[src/rtl/ram_stream_loader.sv]
// Loads a valid/ready word stream into a single-port RAM, keeps a running checksum and
// optionally reads the block back to confirm the sum.
module ram_stream_loader #(
  parameter int unsigned ADDR_W = 15,
  parameter int unsigned DATA_W = 16
) (
  input  logic              clk,
  input  logic              rst_n,
  input  logic              start,
  input  logic [ADDR_W-1:0] base,
  input  logic [ADDR_W-1:0] count,
  input  logic              verify_en,
  input  logic              s_valid,
  input  logic [DATA_W-1:0] s_data,
  output logic              s_ready,
  output logic [ADDR_W-1:0] ram_addr,
  output logic [DATA_W-1:0] ram_in,
  output logic              ram_ld,
  input  logic [DATA_W-1:0] ram_out,
  output logic              busy,
  output logic              done,
  output logic              err,
  output logic [DATA_W-1:0] checksum
);

  // The RAM holds 2^(ADDR_W-1) words; the address MSB is never driven.
  localparam int unsigned PW = ADDR_W - 1;
  localparam logic [ADDR_W-1:0] MaxCount = {1'b1, {PW{1'b0}}};
  localparam logic [PW-1:0]     AddrOne  = {{(PW-1){1'b0}}, 1'b1};
  localparam logic [ADDR_W-1:0] CntOne   = {{PW{1'b0}}, 1'b1};

  typedef enum logic [1:0] {StIdle, StLoad, StVerify, StDone} state_e;

  state_e            state_q, state_d;
  logic [PW-1:0]     addr_q, addr_d;
  logic [PW-1:0]     base_q, base_d;
  logic [ADDR_W-1:0] len_q, len_d;
  logic [ADDR_W-1:0] rem_q, rem_d;
  logic              vfy_q, vfy_d;
  logic [DATA_W-1:0] csum_q, csum_d;
  logic [DATA_W-1:0] rsum_q, rsum_d;
  logic              err_q, err_d;

  logic [ADDR_W-1:0] cnt_clamped;
  logic [DATA_W-1:0] rd_sum;
  logic              unused_base_msb;

  assign unused_base_msb = base[ADDR_W-1];
  assign cnt_clamped     = (count > MaxCount) ? MaxCount : count;
  assign rd_sum          = rsum_q + ram_out;

  always_ff @(posedge clk) begin
    if (!rst_n) begin
      state_q <= StIdle;
      addr_q  <= '0;
      base_q  <= '0;
      len_q   <= '0;
      rem_q   <= '0;
      vfy_q   <= 1'b0;
      csum_q  <= '0;
      rsum_q  <= '0;
      err_q   <= 1'b0;
    end else begin
      state_q <= state_d;
      addr_q  <= addr_d;
      base_q  <= base_d;
      len_q   <= len_d;
      rem_q   <= rem_d;
      vfy_q   <= vfy_d;
      csum_q  <= csum_d;
      rsum_q  <= rsum_d;
      err_q   <= err_d;
    end
  end

  always_comb begin
    state_d  = state_q;
    addr_d   = addr_q;
    base_d   = base_q;
    len_d    = len_q;
    rem_d    = rem_q;
    vfy_d    = vfy_q;
    csum_d   = csum_q;
    rsum_d   = rsum_q;
    err_d    = err_q;
    s_ready  = 1'b0;
    ram_ld   = 1'b0;
    ram_addr = '0;
    ram_in   = '0;
    busy     = 1'b0;
    done     = 1'b0;

    // Outputs are forced low while reset is asserted so an abort never writes.
    if (rst_n) begin
      unique case (state_q)
        StIdle: begin
          if (start) begin
            base_d  = base[PW-1:0];
            addr_d  = base[PW-1:0];
            len_d   = cnt_clamped;
            rem_d   = cnt_clamped;
            vfy_d   = verify_en;
            csum_d  = '0;
            rsum_d  = '0;
            err_d   = 1'b0;
            state_d = (cnt_clamped == '0) ? StDone : StLoad;
          end
        end
        StLoad: begin
          s_ready  = 1'b1;
          ram_ld   = s_valid;
          ram_addr = {1'b0, addr_q};
          ram_in   = s_data;
          busy     = 1'b1;
          if (s_valid) begin
            csum_d = csum_q + s_data;
            addr_d = addr_q + AddrOne;
            rem_d  = rem_q - CntOne;
            if (rem_q == CntOne) begin
              if (vfy_q) begin
                state_d = StVerify;
                addr_d  = base_q;
                rem_d   = len_q;
                rsum_d  = '0;
              end else begin
                state_d = StDone;
              end
            end
          end
        end
        StVerify: begin
          ram_addr = {1'b0, addr_q};
          busy     = 1'b1;
          rsum_d   = rd_sum;
          addr_d   = addr_q + AddrOne;
          rem_d    = rem_q - CntOne;
          if (rem_q == CntOne) begin
            err_d   = (rd_sum != csum_q);
            state_d = StDone;
          end
        end
        StDone: begin
          done    = 1'b1;
          state_d = StIdle;
        end
        default: state_d = StIdle;
      endcase
    end
  end

  assign checksum = rst_n ? csum_q : '0;
  assign err      = rst_n & err_q;

endmodule

[config.mk]
export PLATFORM = sky130hd
export DESIGN_NAME = ram_stream_loader
export DESIGN_NICKNAME = d
export VERILOG_FILES = /design/src/rtl/ram_stream_loader.sv
export SDC_FILE = /design/constraint.sdc
export NUM_CORES = 1
export LEC_CHECK = 0
export CAP_MARGIN = 15
export CORE_MARGIN = 3
export CORE_UTILIZATION = 59
export DETAILED_ROUTE_END_ITERATION = 10
export PLACE_DENSITY_LB_ADDON = 0.25
export SETUP_SLACK_MARGIN = 0.05
export SLEW_MARGIN = 25
export SYNTH_ARGS = -nofsm -noshare
export SYNTH_HDL_FRONTEND = slang
export SYNTH_SLANG_ARGS = --single-unit
[constraint.sdc]
create_clock -name clk -period 4.4 [get_ports clk]
set_clock_uncertainty 0.15 [all_clocks]
set_input_delay 0.88 -clock clk [delete_from_list [all_inputs] [get_ports clk]]
set_output_delay 0.88 -clock clk [all_outputs]
set_load 0.02 [all_outputs]
==> summary.txt, run 1 <==
Outcome
  – Status: finished, final reports clean

Timing
  – Final worst path period share: 84.3%
  – Hold Vio Cnt, Final: 0
  – WHS: 0.313 ns
  – F_max: 270 MHz
  – Max Slew Vio Count: 0
  – Final min period: 3.71 ns
  – Total Neg Setup Slack: 0 ns
  – Tightest Pin Transition: 0.929 ns
  – Setup violations, final: 0
  – Relative slew slack: 38.1%
  – RSZ-0062 raised after global routing: no

Global route
  – Global-route wire length before repair: 30800 um
  – Largest net degree at the start of global routing: 131
  – Initial antenna violation count: 0
  – Number of global-route vias before repair: 6266
  – GRT Util Overall: 28.8%
  – GR Overflow Total: 0

Finish
  – Area delta synth->final: 21.0%
  – Final instance area: 8430 um^2
  – Proportion of layout cells with a drive suffix above 1: 3.69%
  – Number of fill cells: 972
  – Post-layout util: 73.5%
  – Antenna Cells: 0
  – NumNets Final: 1078

Detailed routing
  – DRT iter0 DRCs: 581
  – DRT Pass-1 Iters: 5
  – Vias per inst: 6.08
  – Post-DRT Antenna Nets: 0
  – Final wirelength: 18900 um
  – Vias: 6802
  – DRC errors left: 0
  – Drt wl/cell: 16.9 um

Setup path
  – Bufs and invs on worst path: 1
  – Crit path largest cell delay: 0.57 ns
  – R2R depth: 9
  – R2r setup slk: 1.33 ns
  – Crit-path cells: clkdlybuf4s50_1 -> ha_1 -> a21o_1 -> or3_1 -> o211a_1 -> o311ai_0 -> xnor2_1 -> nand4_1 -> nor4_1 -> a21oi_1
  – CP Capture Type: flop
  – R2r endpoint: err_q$_SDFFE_PN0P_
  – Critical path class: in -> reg
  – Crit path max-delay family: compound AO/OA/AOI/OAI gates
  – CP Launch Type: input port
  – CP max FO: 8
  – Slowest cell on crit path: o311ai_0
  – RR Startpoint: rsum_q[7]$_SDFFE_PN0P_
  – Worst path required time: 4.47 ns
  – Critical Path AT: 3.78 ns

Yosys
  – Synth top area share: 27.0%
  – Net Count, Synth: 1007
  – Post-synthesis instance total: 900
  – Mux cell area share after synthesis: 0.431%
  – FFs w/ async S/R, synth: 0%
  – Ys Warns: 0
  – Post-synth top area cell: dfxtp_1
  – Largest family of logic cells by synthesized area: simple AND/OR/NAND/NOR gates
  – Netlist cell types: 66
  – Synth Area in Adders: 7.40%
  – Xor and xnor area share after synthesis: 7.51%
  – Compound-Gate Fraction of Synth Area: 26.3%
  – Post-synthesis simple-gate area fraction: 26.5%
  – Post-synth EDFFs: 0
  – Seq/Total Area, Yosys: 27.0%
  – Mapped Area: 6970 um^2
  – Primary FF master, synth: dfxtp_1
  – #FFs+latches synth: 94
  – Syn_area_per_cell: 7.74 um^2
  – Synth top area cells: dfxtp_1 27%, ha_1 6.8%, nand2_1 5.7%

CTS
  – Clk pin slew, worst setup/hold paths: 0.06 ns
  – Worst skew pair latency: 0.35 ns
  – # resized after CTS: 0
  – Postcts setup bufs: 0
  – Htree depth: 3
  – TritonCTS buffer count: 9
  – Max Root-Sink Buffers: 2
  – CTS sink count: 94
  – Hold buffer count at CTS: 0
  – CTS tree: built
  – Clock Tree Root: clkbuf_16

Placement
  – Hpwl dp: 13100 um
  – I/O Buffers: 116
  – Placed inst area: 8130 um^2
  – GP Congestion: 0.937

Min path
  – Hold Path Sink: len_q[1]$_SDFFE_PN0P_
  – Hold path depth: 2
  – Hold Crit Class: reg -> reg
  – Worst Hold Launch: len_q[1]$_SDFFE_PN0P_

Power and ir drop
  – Comb pwr share: 54.6%
  – Clk pwr share: 17.8%
  – Power density cells: 539 nW/um^2
  – Internal: 2.50 mW
  – Pleak: 3.25 nW
  – Switching power: 2.05 mW
  – Power Total: 4.54 mW
  – Sw frac: 45.1%
  – Flop pwr share: 27.6%
  – VDD IR-drop max: 0.437 mV

Floorplanning
  – Full die area: 13100 um^2
  – Die W: 115 um
  – Initial Util: 60.8%
  – Num ports: 119
  – Row count: 39
  – Core region area: 11500 um^2
  – Die Y: 115 um

Run
  – Max Cap Violations: 0
## worst register-to-register path: stages, from the launching register on
cell and delay, ns:
dfxtp_1 0.31, ha_1 0.37, a21o_1 0.20, or3_1 0.35, o211a_1 0.22, o311ai_0 0.57, xnor2_1 0.22, nand4_1 0.11
nor4_1 0.33, a21oi_1 0.11
## sequential cells by signal (all words and copies together), names as in the netlist
| signal | cells |
|---|---|
| len_q | 15 |
| vfy_q | 1 |
| addr_q | 14 |
| err_q | 1 |
| rem_q | 15 |
| rsum_q | 16 |
| base_q | 14 |
| state_q | 2 |
| csum_q | 16 |
## stage by stage
step | setup slack (ns) | instances
6_report | 0.693 | 1118
5_1_grt | 0.480 | 1118
4_1_cts | 0.665 | 1118
3_5_place_dp | 0.375 | 1103
3_3_place_gp | 0.357 | 1103
2_1_floorplan | 1.09 | 900
## layout by cell type, fill, tap and decap left out, types with 22 or more instances in the layout
master           Yosys  final
a21boi_0            41     41
a21oi_1             52     52
ha_1                38     37
nor2b_1             41     41
a211oi_1            27     27
o21ai_0             22     22
and2_1              24     24
xnor2_1             36     36
nand2_1            106    105
nor2_1              55     55
clkdlybuf4s50_1      0    115
and3_1              36     36
dfxtp_1             94     94
a22oi_1             25     25
## final cells by class
type                       instances  area (um^2)  area share [%]
multi-input combinational        721         4760            56.5
sequential                        94         1880            22.3
timing repair buffer             124         1230            14.6
clock buffer                      12          256            3.04
tap                              143          179            2.12
inverter                          21         78.8           0.935
clock inverter                     3         43.8           0.520
## how the worst max path moves through the flow
stage / startpoint / cells after the start / to
6_report: ram_out[7] / 10 / err_q$_SDFFE_PN0P_
5_1_grt: ram_out[0] / 12 / err_q$_SDFFE_PN0P_
4_1_cts: ram_out[7] / 10 / err_q$_SDFFE_PN0P_
3_5_place_dp: ram_out[7] / 10 / err_q$_SDFFE_PN0P_
3_3_place_gp: ram_out[7] / 10 / err_q$_SDFFE_PN0P_
2_1_floorplan: ram_out[7] / 10 / err_q$_SDFFE_PN0P_
## power groups by stage
| stage | logic [mW] | registers [mW] | clock network, mW |
|---|---|---|---|
| after floorplan | 1.84 | 1.20 | 0 |
| after detailed placement | 2.43 | 1.27 | 0 |
| after global routing | 2.75 | 1.28 | 0.850 |
| after CTS | 2.46 | 1.25 | 0.816 |
| after global placement | 2.38 | 1.26 | 0 |
| final | 2.48 | 1.26 | 0.808 |
## kinds of logic after synthesis
family          after synthesis
buf+inv                      85
other cells                   1
fa+ha+maj                    40
flops                        94
simple gates                357
xor+xnor                     58
mux                           3
compound gates              262
## Yosys cell counts, types with 4 or more instances
library cell    n
a221oi_1        5
nand3_1        16
o211ai_1       13
clkbuf_1       56
and2_1         24
xor2_1         21
a22o_1         14
o311ai_0        4
nand3b_1        8
a21boi_0       41
nand4_1         7
ha_1           38
a22oi_1        25
xnor2_1        36
nand2_1       106
and3_1         36
nor3_1         19
nand2b_1        7
a21o_1          8
o21ai_0        22
or3_1           5
buf_2           4
nor2b_1        41
nor2_1         55
o21bai_1        6
a31oi_1         8
nor4_1         10
inv_1          21
a211oi_1       27
o21a_1         10
a21oi_1        52
nor3b_1         8
or4_1           4
dfxtp_1        94
## metal layers
| metal | vias to the layer above | global-route usage [%] | part of all wire (%) |
|---|---|---|---|
| met1 | 3176 | 40.0 | 46 |
| met3 | 21 | 6.40 | 6.4 |
| met5 | - | 0 | 0 |
| met4 | 0 | 7.76 | 1.5 |
| li1 | 3385 | - | - |
| met2 | 220 | 45.0 | 46 |
Note: power is estimated with default switching activity, not from simulation.
==> inputs of run 2 (changes only) <==
--- a/config.mk
+++ b/config.mk
@@ -7,7 +7,7 @@
 export LEC_CHECK = 0
 export CAP_MARGIN = 15
 export CORE_MARGIN = 3
-export CORE_UTILIZATION = 59
+export CORE_UTILIZATION = 49
 export DETAILED_ROUTE_END_ITERATION = 10
 export PLACE_DENSITY_LB_ADDON = 0.25
 export SETUP_SLACK_MARGIN = 0.05
==> constraint.sdc (replaced) <==
create_clock -name clk -period 3.2 [get_ports clk]
set_clock_uncertainty 0.15 [all_clocks]
set_input_delay 0.64 -clock clk [delete_from_list [all_inputs] [get_ports clk]]
set_output_delay 0.64 -clock clk [all_outputs]
set_load 0.02 [all_outputs]
==> run 2 against run 1 <==
  * Clock-buffer cell count is 2 lower
  * Flip-flop and latch count stayed put
  * Combinational power is 48% higher
  * Register-to-register slack worse by 1.1 ns
  * Largest cell class unchanged
==> summary.txt, run 2 (synthesis results as in run 1) <==
CTS
  – Max Root-Sink Buffers: 2 (unchanged)
  – TritonCTS buffer count: 9 (unchanged)
  – Htree depth: 3 (unchanged)
  – CTS tree: built
  – Worst skew pair latency: 0.36 ns (about the same)
  – Clk pin slew, worst setup/hold paths: 0.08 ns (+0.02 ns)
  – Clock Tree Root: clkbuf_16
  – Hold buffer count at CTS: 0 (unchanged)
  – CTS sink count: 94 (unchanged)

Power and ir drop
  – Pleak: 3.65 nW (+12%)
  – VDD IR-drop max: 0.508 mV (+16%)
  – Power density cells: 716 nW/um^2 (+33%)

Setup path
  – RR Startpoint: rsum_q[0]$_SDFFE_PN0P_
  – Critical Path AT: 3.15 ns (-0.63 ns)
  – Critical path class: in -> reg
  – Crit path largest cell delay: 0.42 ns (-0.15 ns)
  – R2r endpoint: err_q$_SDFFE_PN0P_
  – CP Launch Type: input port
  – Worst path required time: 3.30 ns (-1.17 ns)
  – Slowest cell on crit path: clkdlybuf4s50_1
  – R2r setup slk: 0.22 ns (-1.11 ns)
  – CP Capture Type: flop
  – Crit-path cells: clkdlybuf4s50_1 -> ha_1 -> nor2b_2 -> o31a_1 -> o211a_1 -> o311ai_1 -> buf_4 -> xnor2_2 -> nand4_1 -> nor4_2 -> a21oi_1
  – R2R depth: 11 (+2)
  – CP max FO: 4 (-4)

Global route
  – Global-route wire length before repair: 33100 um (+7.7%)
  – Initial antenna violation count: 1 (+1)
  – GR Overflow Total: 0 (unchanged)
  – GRT Util Overall: 25.3% (-3.5 points)
  – Number of global-route vias before repair: 6692 (+6.8%)
  – Largest net degree at the start of global routing: 49 (-63%)

Floorplanning
  – Full die area: 15700 um^2 (+19%)
  – Initial Util: 51.4% (-9.4 points)
  – Num ports: 119 (unchanged)
  – Core region area: 13600 um^2 (+18%)
  – Die W: 125 um (+9.2%)
  – Die Y: 125 um (+9.2%)
  – Row count: 42 (+7.7%)

Placement
  – DP Cell Count: 1203 (+9.1%)
  – Pre-CTS setup slack: -0.453 ns (-0.827 ns)
  – Hpwl dp: 14900 um (+14%)
  – GP Congestion: 0.916 (-2.2%)
  – Placed inst area: 8690 um^2 (+7.0%)
  – I/O Buffers: 116 (unchanged)

Detailed routing
  – DRT Pass-1 Iters: 5 (unchanged)
  – Post-DRT Antenna Nets: 0 (unchanged)
  – DRT iter0 DRCs: 509 (-12%)
  – DRC errors left: 0 (unchanged)
  – Drt wl/cell: 16.7 um (-1.1%)
  – Vias: 7110 (+4.5%)
  – Vias per inst: 5.81 (-4.4%)
  – Final wirelength: 20500 um (+8.2%)

Timing
  – F_max: 327 MHz
  – Max Slew Vio Count: 0 (unchanged)
  – Final Worst Setup Slack: 0.146 ns (-0.547 ns)
  – RSZ-0062 raised after global routing: yes
  – Final min period: 3.05 ns
  – Relative slew slack: 46.4% (+8.3 points)
  – Final worst path period share: 95.4%
  – WHS: 0.308 ns (-0.00521 ns)
  – Hold Vio Cnt, Final: 0 (unchanged)
  – Tightest Pin Transition: 0.804 ns (-0.124 ns)
  – Setup violations, final: 0 (unchanged)

Finish
  – Commonest cells after routing, fill and taps aside: 113 x clkdlybuf4s50_1, 106 x nand2_1, 94 x dfxtp_1
  – Final instance area: 9110 um^2 (+8.1%)
  – NumNets Final: 1149 (+6.6%)
  – Non-Filler Instances: 1223 (+9.4%)
  – Post-layout util: 67.2% (-6.3 points)
  – Proportion of layout cells with a drive suffix above 1: 11.5% (+7.8 points)
  – Area delta synth->final: 30.8%
  – Most common cell after layout, fill and taps aside: clkdlybuf4s50_1
  – Regs by FF count: csum_q x16, rsum_q x16
  – Antenna Cells: 0 (unchanged)

Min path
  – Hold Path Sink: rsum_q[4]$_SDFFE_PN0P_
  – Worst Hold Launch: rsum_q[4]$_SDFFE_PN0P_
  – Hold path depth: 2 (unchanged)
  – Hold Crit Class: reg -> reg

Outcome
  – Status: finished, final reports clean

Run
  – Max Cap Violations: 0 (unchanged)
## run 2: cell type report
class | count | area [um^2]
clock buffer | 10 | 239
clock inverter | 6 | 66.3
fill | 1195 | 4450
inverter | 21 | 78.8
multi-input combinational | 721 | 4830
sequential | 94 | 1880
tap | 176 | 220
timing repair buffer | 195 | 1790
## run 2: worst max-delay path by stage
stage | end | start | cells past startpoint | slack [ns]
2_1_floorplan | err_q$_SDFFE_PN0P_ | ram_out[7] | 10 | 0.13
6_report | err_q$_SDFFE_PN0P_ | ram_out[2] | 11 | 0.15
4_1_cts | ram_addr[13] | state_q[1]$_SDFFE_PN0P_ | 4 | 0.05
3_3_place_gp | err_q$_SDFFE_PN0P_ | ram_out[0] | 12 | -0.42
3_5_place_dp | err_q$_SDFFE_PN0P_ | ram_out[0] | 12 | -0.45
5_1_grt | err_q$_SDFFE_PN0P_ | ram_out[2] | 11 | -0.02
## run 2: repair_timing
item	CTS	global route
gates resized for setup	5	16
pin swaps	3	11
setup endpoints to repair	1	18
setup buffers	1	3
## run 2: power breakdown
part	internal [mW]	total, mW	leakage, nW	switching, mW
combinational	1.56	3.66	2.73	2.10
sequential	1.43	1.72	0.767	0.289
clock	0.633	1.14	0.153	0.510
## run 2: worst max-delay path: cells and delay by family
| kind | cells | cell delay (ns) |
|---|---|---|
| AOI/OAI and AO/OA | 4 | 0.92 |
| buffers and inverters | 2 | 0.60 |
| and+or+nand+nor | 3 | 0.57 |
| adders and majority gates | 1 | 0.31 |
| xor gates and xnor gates | 1 | 0.11 |
## run 2: metal layers
layer	wire, um	up-vias	global-route usage (%)
li1	-	3523	-
met1	9690	3328	34.8
met2	9130	216	39.8
met3	1090	41	4.22
met4	547	2	9.89
met5	7	-	0
## run 2: per-stage QoR
| step | TNS [ns] | power [mW] |
|---|---|---|
| floorplan | 0 | 4.18 |
| global placement | -0.897 | 5.23 |
| detailed placement | -1.15 | 5.29 |
| CTS | 0 | 6.46 |
| global route | -0.0211 | 7.01 |
| finish | 0 | 6.53 |
==> inputs of run 3 (changes only) <==
--- a/config.mk
+++ b/config.mk
@@ -6,7 +6,7 @@
 export NUM_CORES = 1
 export LEC_CHECK = 0
 export CAP_MARGIN = 15
-export CORE_MARGIN = 3
+export CORE_MARGIN = 1.5
 export CORE_UTILIZATION = 49
 export DETAILED_ROUTE_END_ITERATION = 10
 export PLACE_DENSITY_LB_ADDON = 0.25
==> run 3 against run 2 <==
  * Clock-buffer cell count up 2
  * Setup slack better by 0.021 ns
  * Hold slack better by 0.0038 ns
  * Critical endpoint unchanged
  * Largest cell class unchanged
==> summary.txt, run 3 (synthesis results as in run 1) <==
Outcome
  – Status: finished, final reports clean

Setup path
  – CP max FO: 3 (-1)
  – Worst path required time: 3.29 ns (about the same)
  – R2r endpoint: err_q$_SDFFE_PN0P_
  – RR Startpoint: rsum_q[0]$_SDFFE_PN0P_
  – CP Launch Type: input port
  – Critical path class: in -> reg
  – R2r setup slk: 0.22 ns (about the same)
  – CP Capture Type: flop
  – Critical Path AT: 3.12 ns (-0.03 ns)
  – R2R depth: 11 (unchanged)

Finish
  – Final instance area: 9250 um^2 (+1.6%)
  – NumNets Final: 1158 (+0.78%)
  – Area delta synth->final: 32.8%
  – Commonest cells after routing, fill and taps aside: 112 x clkdlybuf4s50_1, 106 x nand2_1, 94 x dfxtp_1
  – Antenna Cells: 0 (unchanged)
  – Post-layout util: 66.7% (-0.54 points)
  – Most common cell after layout, fill and taps aside: clkdlybuf4s50_1
  – Regs by FF count: csum_q x16, rsum_q x16
  – Proportion of layout cells with a drive suffix above 1: 12.5% (+1.0 points)

Global route
  – Global-route wire length before repair: 32500 um (-1.8%)
  – Initial antenna violation count: 0 (-1)
  – GRT Util Overall: 27.3% (+2.0 points)
  – Largest net degree at the start of global routing: 48 (-2.0%)
  – GR Overflow Total: 0 (unchanged)
  – Number of global-route vias before repair: 6604 (-1.3%)

Floorplanning
  – Core region area: 13900 um^2 (+2.4%)
  – Initial Util: 50.2% (-1.2 points)
  – Full die area: 14900 um^2 (-4.7%)
  – Row count: 43 (+2.4%)
  – Num ports: 119 (unchanged)
  – Die Y: 122 um (-2.4%)
  – Die W: 122 um (-2.4%)

Min path
  – Worst Hold Launch: len_q[4]$_SDFFE_PN0P_
  – Hold path depth: 2 (unchanged)
  – Hold Path Sink: len_q[4]$_SDFFE_PN0P_
  – Hold Crit Class: reg -> reg

Placement
  – I/O Buffers: 116 (unchanged)
  – GP Congestion: 0.972 (+6.2%)
  – Placed inst area: 8780 um^2 (+1.0%)
  – Hpwl dp: 14400 um (-3.4%)
  – Pre-CTS setup slack: -0.441 ns (+0.0122 ns)

Detailed routing
  – DRT Pass-1 Iters: 5 (unchanged)
  – Post-DRT Antenna Nets: 0 (unchanged)
  – Vias per inst: 5.76 (-0.93%)
  – DRT iter0 DRCs: 506 (-0.59%)
  – DRC errors left: 0 (unchanged)
  – Vias: 7119 (+0.13%)
  – Drt wl/cell: 16.3 um (-2.4%)
  – Final wirelength: 20200 um (-1.4%)

CTS
  – Max Root-Sink Buffers: 2 (unchanged)
  – CTS tree: built
  – Worst skew pair latency: 0.35 ns (about the same)
  – Htree depth: 3 (unchanged)
  – Clk pin slew, worst setup/hold paths: 0.07 ns (about the same)
  – Hold buffer count at CTS: 0 (unchanged)
  – Clock Tree Root: clkbuf_16
  – TritonCTS buffer count: 9 (unchanged)
  – CTS sink count: 94 (unchanged)

Timing
  – Final min period: 3.03 ns (-0.0213 ns)
  – Setup violations, final: 0 (unchanged)
  – WHS: 0.312 ns (+0.00378 ns)
  – Max Slew Vio Count: 0 (unchanged)
  – Hold Vio Cnt, Final: 0 (unchanged)
  – Relative slew slack: 49.6% (+3.3 points)
  – RSZ-0062 raised after global routing: yes
  – F_max: 330 MHz (+0.70%)
  – Tightest Pin Transition: 0.755 ns (-0.0490 ns)
  – Final Worst Setup Slack: 0.167 ns (+0.0213 ns)
  – Final worst path period share: 94.8% (-0.67 points)

Power and ir drop
  – Pleak: 3.73 nW (+2.0%)
  – Power Total: 6.66 mW (+2.0%)
  – VDD IR-drop max: 0.533 mV (+5.0%)
  – Power density cells: 720 nW/um^2 (+0.46%)

Run
  – Max Cap Violations: 0 (unchanged)
## run 3: cell types whose count changed in the layout (fill, tap and decap cells not counted), sizes merged
cell / delta
clkbuf: +2
clkdlybuf4s50: -1
bufinv: +1
clkinv: -3
buf: +9
dlymetal6s2s: +1
## run 3: cell type report
class	instances	area, um^2
clock buffer	12	246
clock inverter	4	77.6
fill	1253	4630
inverter	21	78.8
multi-input combinational	721	4880
sequential	94	1880
tap	180	225
timing repair buffer	204	1860
## run 3: worst max path at each step
stage	from	to	slack, ns	depth (start not counted)
4_1_cts	ram_out[0]	err_q$_SDFFE_PN0P_	0.07	12
2_1_floorplan	ram_out[7]	err_q$_SDFFE_PN0P_	0.13	10
5_1_grt	ram_out[7]	err_q$_SDFFE_PN0P_	0.03	11
3_5_place_dp	ram_out[0]	err_q$_SDFFE_PN0P_	-0.44	12
3_3_place_gp	ram_out[0]	err_q$_SDFFE_PN0P_	-0.44	12
6_report	ram_out[7]	err_q$_SDFFE_PN0P_	0.17	11
## run 3: worst max-delay path: stages
cell             delay, ns
clkdlybuf4s50_1       0.40
ha_1                  0.29
a21o_1                0.17
or3_1                 0.33
buf_4                 0.15
o21a_1                0.23
a21oi_2               0.16
xor2_1                0.23
xnor2_1               0.10
nor4_2                0.30
a21oi_1               0.10
## run 3: what timing repair did
action,CTS,global route
setup endpoints to repair,1,7
buffers inserted,0,2
cloned,0,0
pin swaps,4,13
resized for setup,5,22
## run 3: per-stage QoR
stage	cells	setup TNS, ns
finish	1236	0
floorplan	900	0
detailed placement	1218	-1.05
global route	1236	0
CTS	1234	0
global placement	1218	-0.837
## run 3: routing by layer
metal / wire length (um) / track usage [%] / share of wire [%]
met1: 9630 / 38.0 / 48
met3: 1120 / 4.97 / 5.5
met4: 333 / 8.72 / 1.6
met5: 0 / 0 / 0
met2: 9100 / 42.7 / 45
## run 3: power by group
part           internal (mW)  leakage (nW)  switching (mW)
Combinational           1.62          2.80            2.11
Sequential              1.44         0.767           0.288
Clock                  0.714         0.158           0.496
Total                   3.77          3.73            2.89
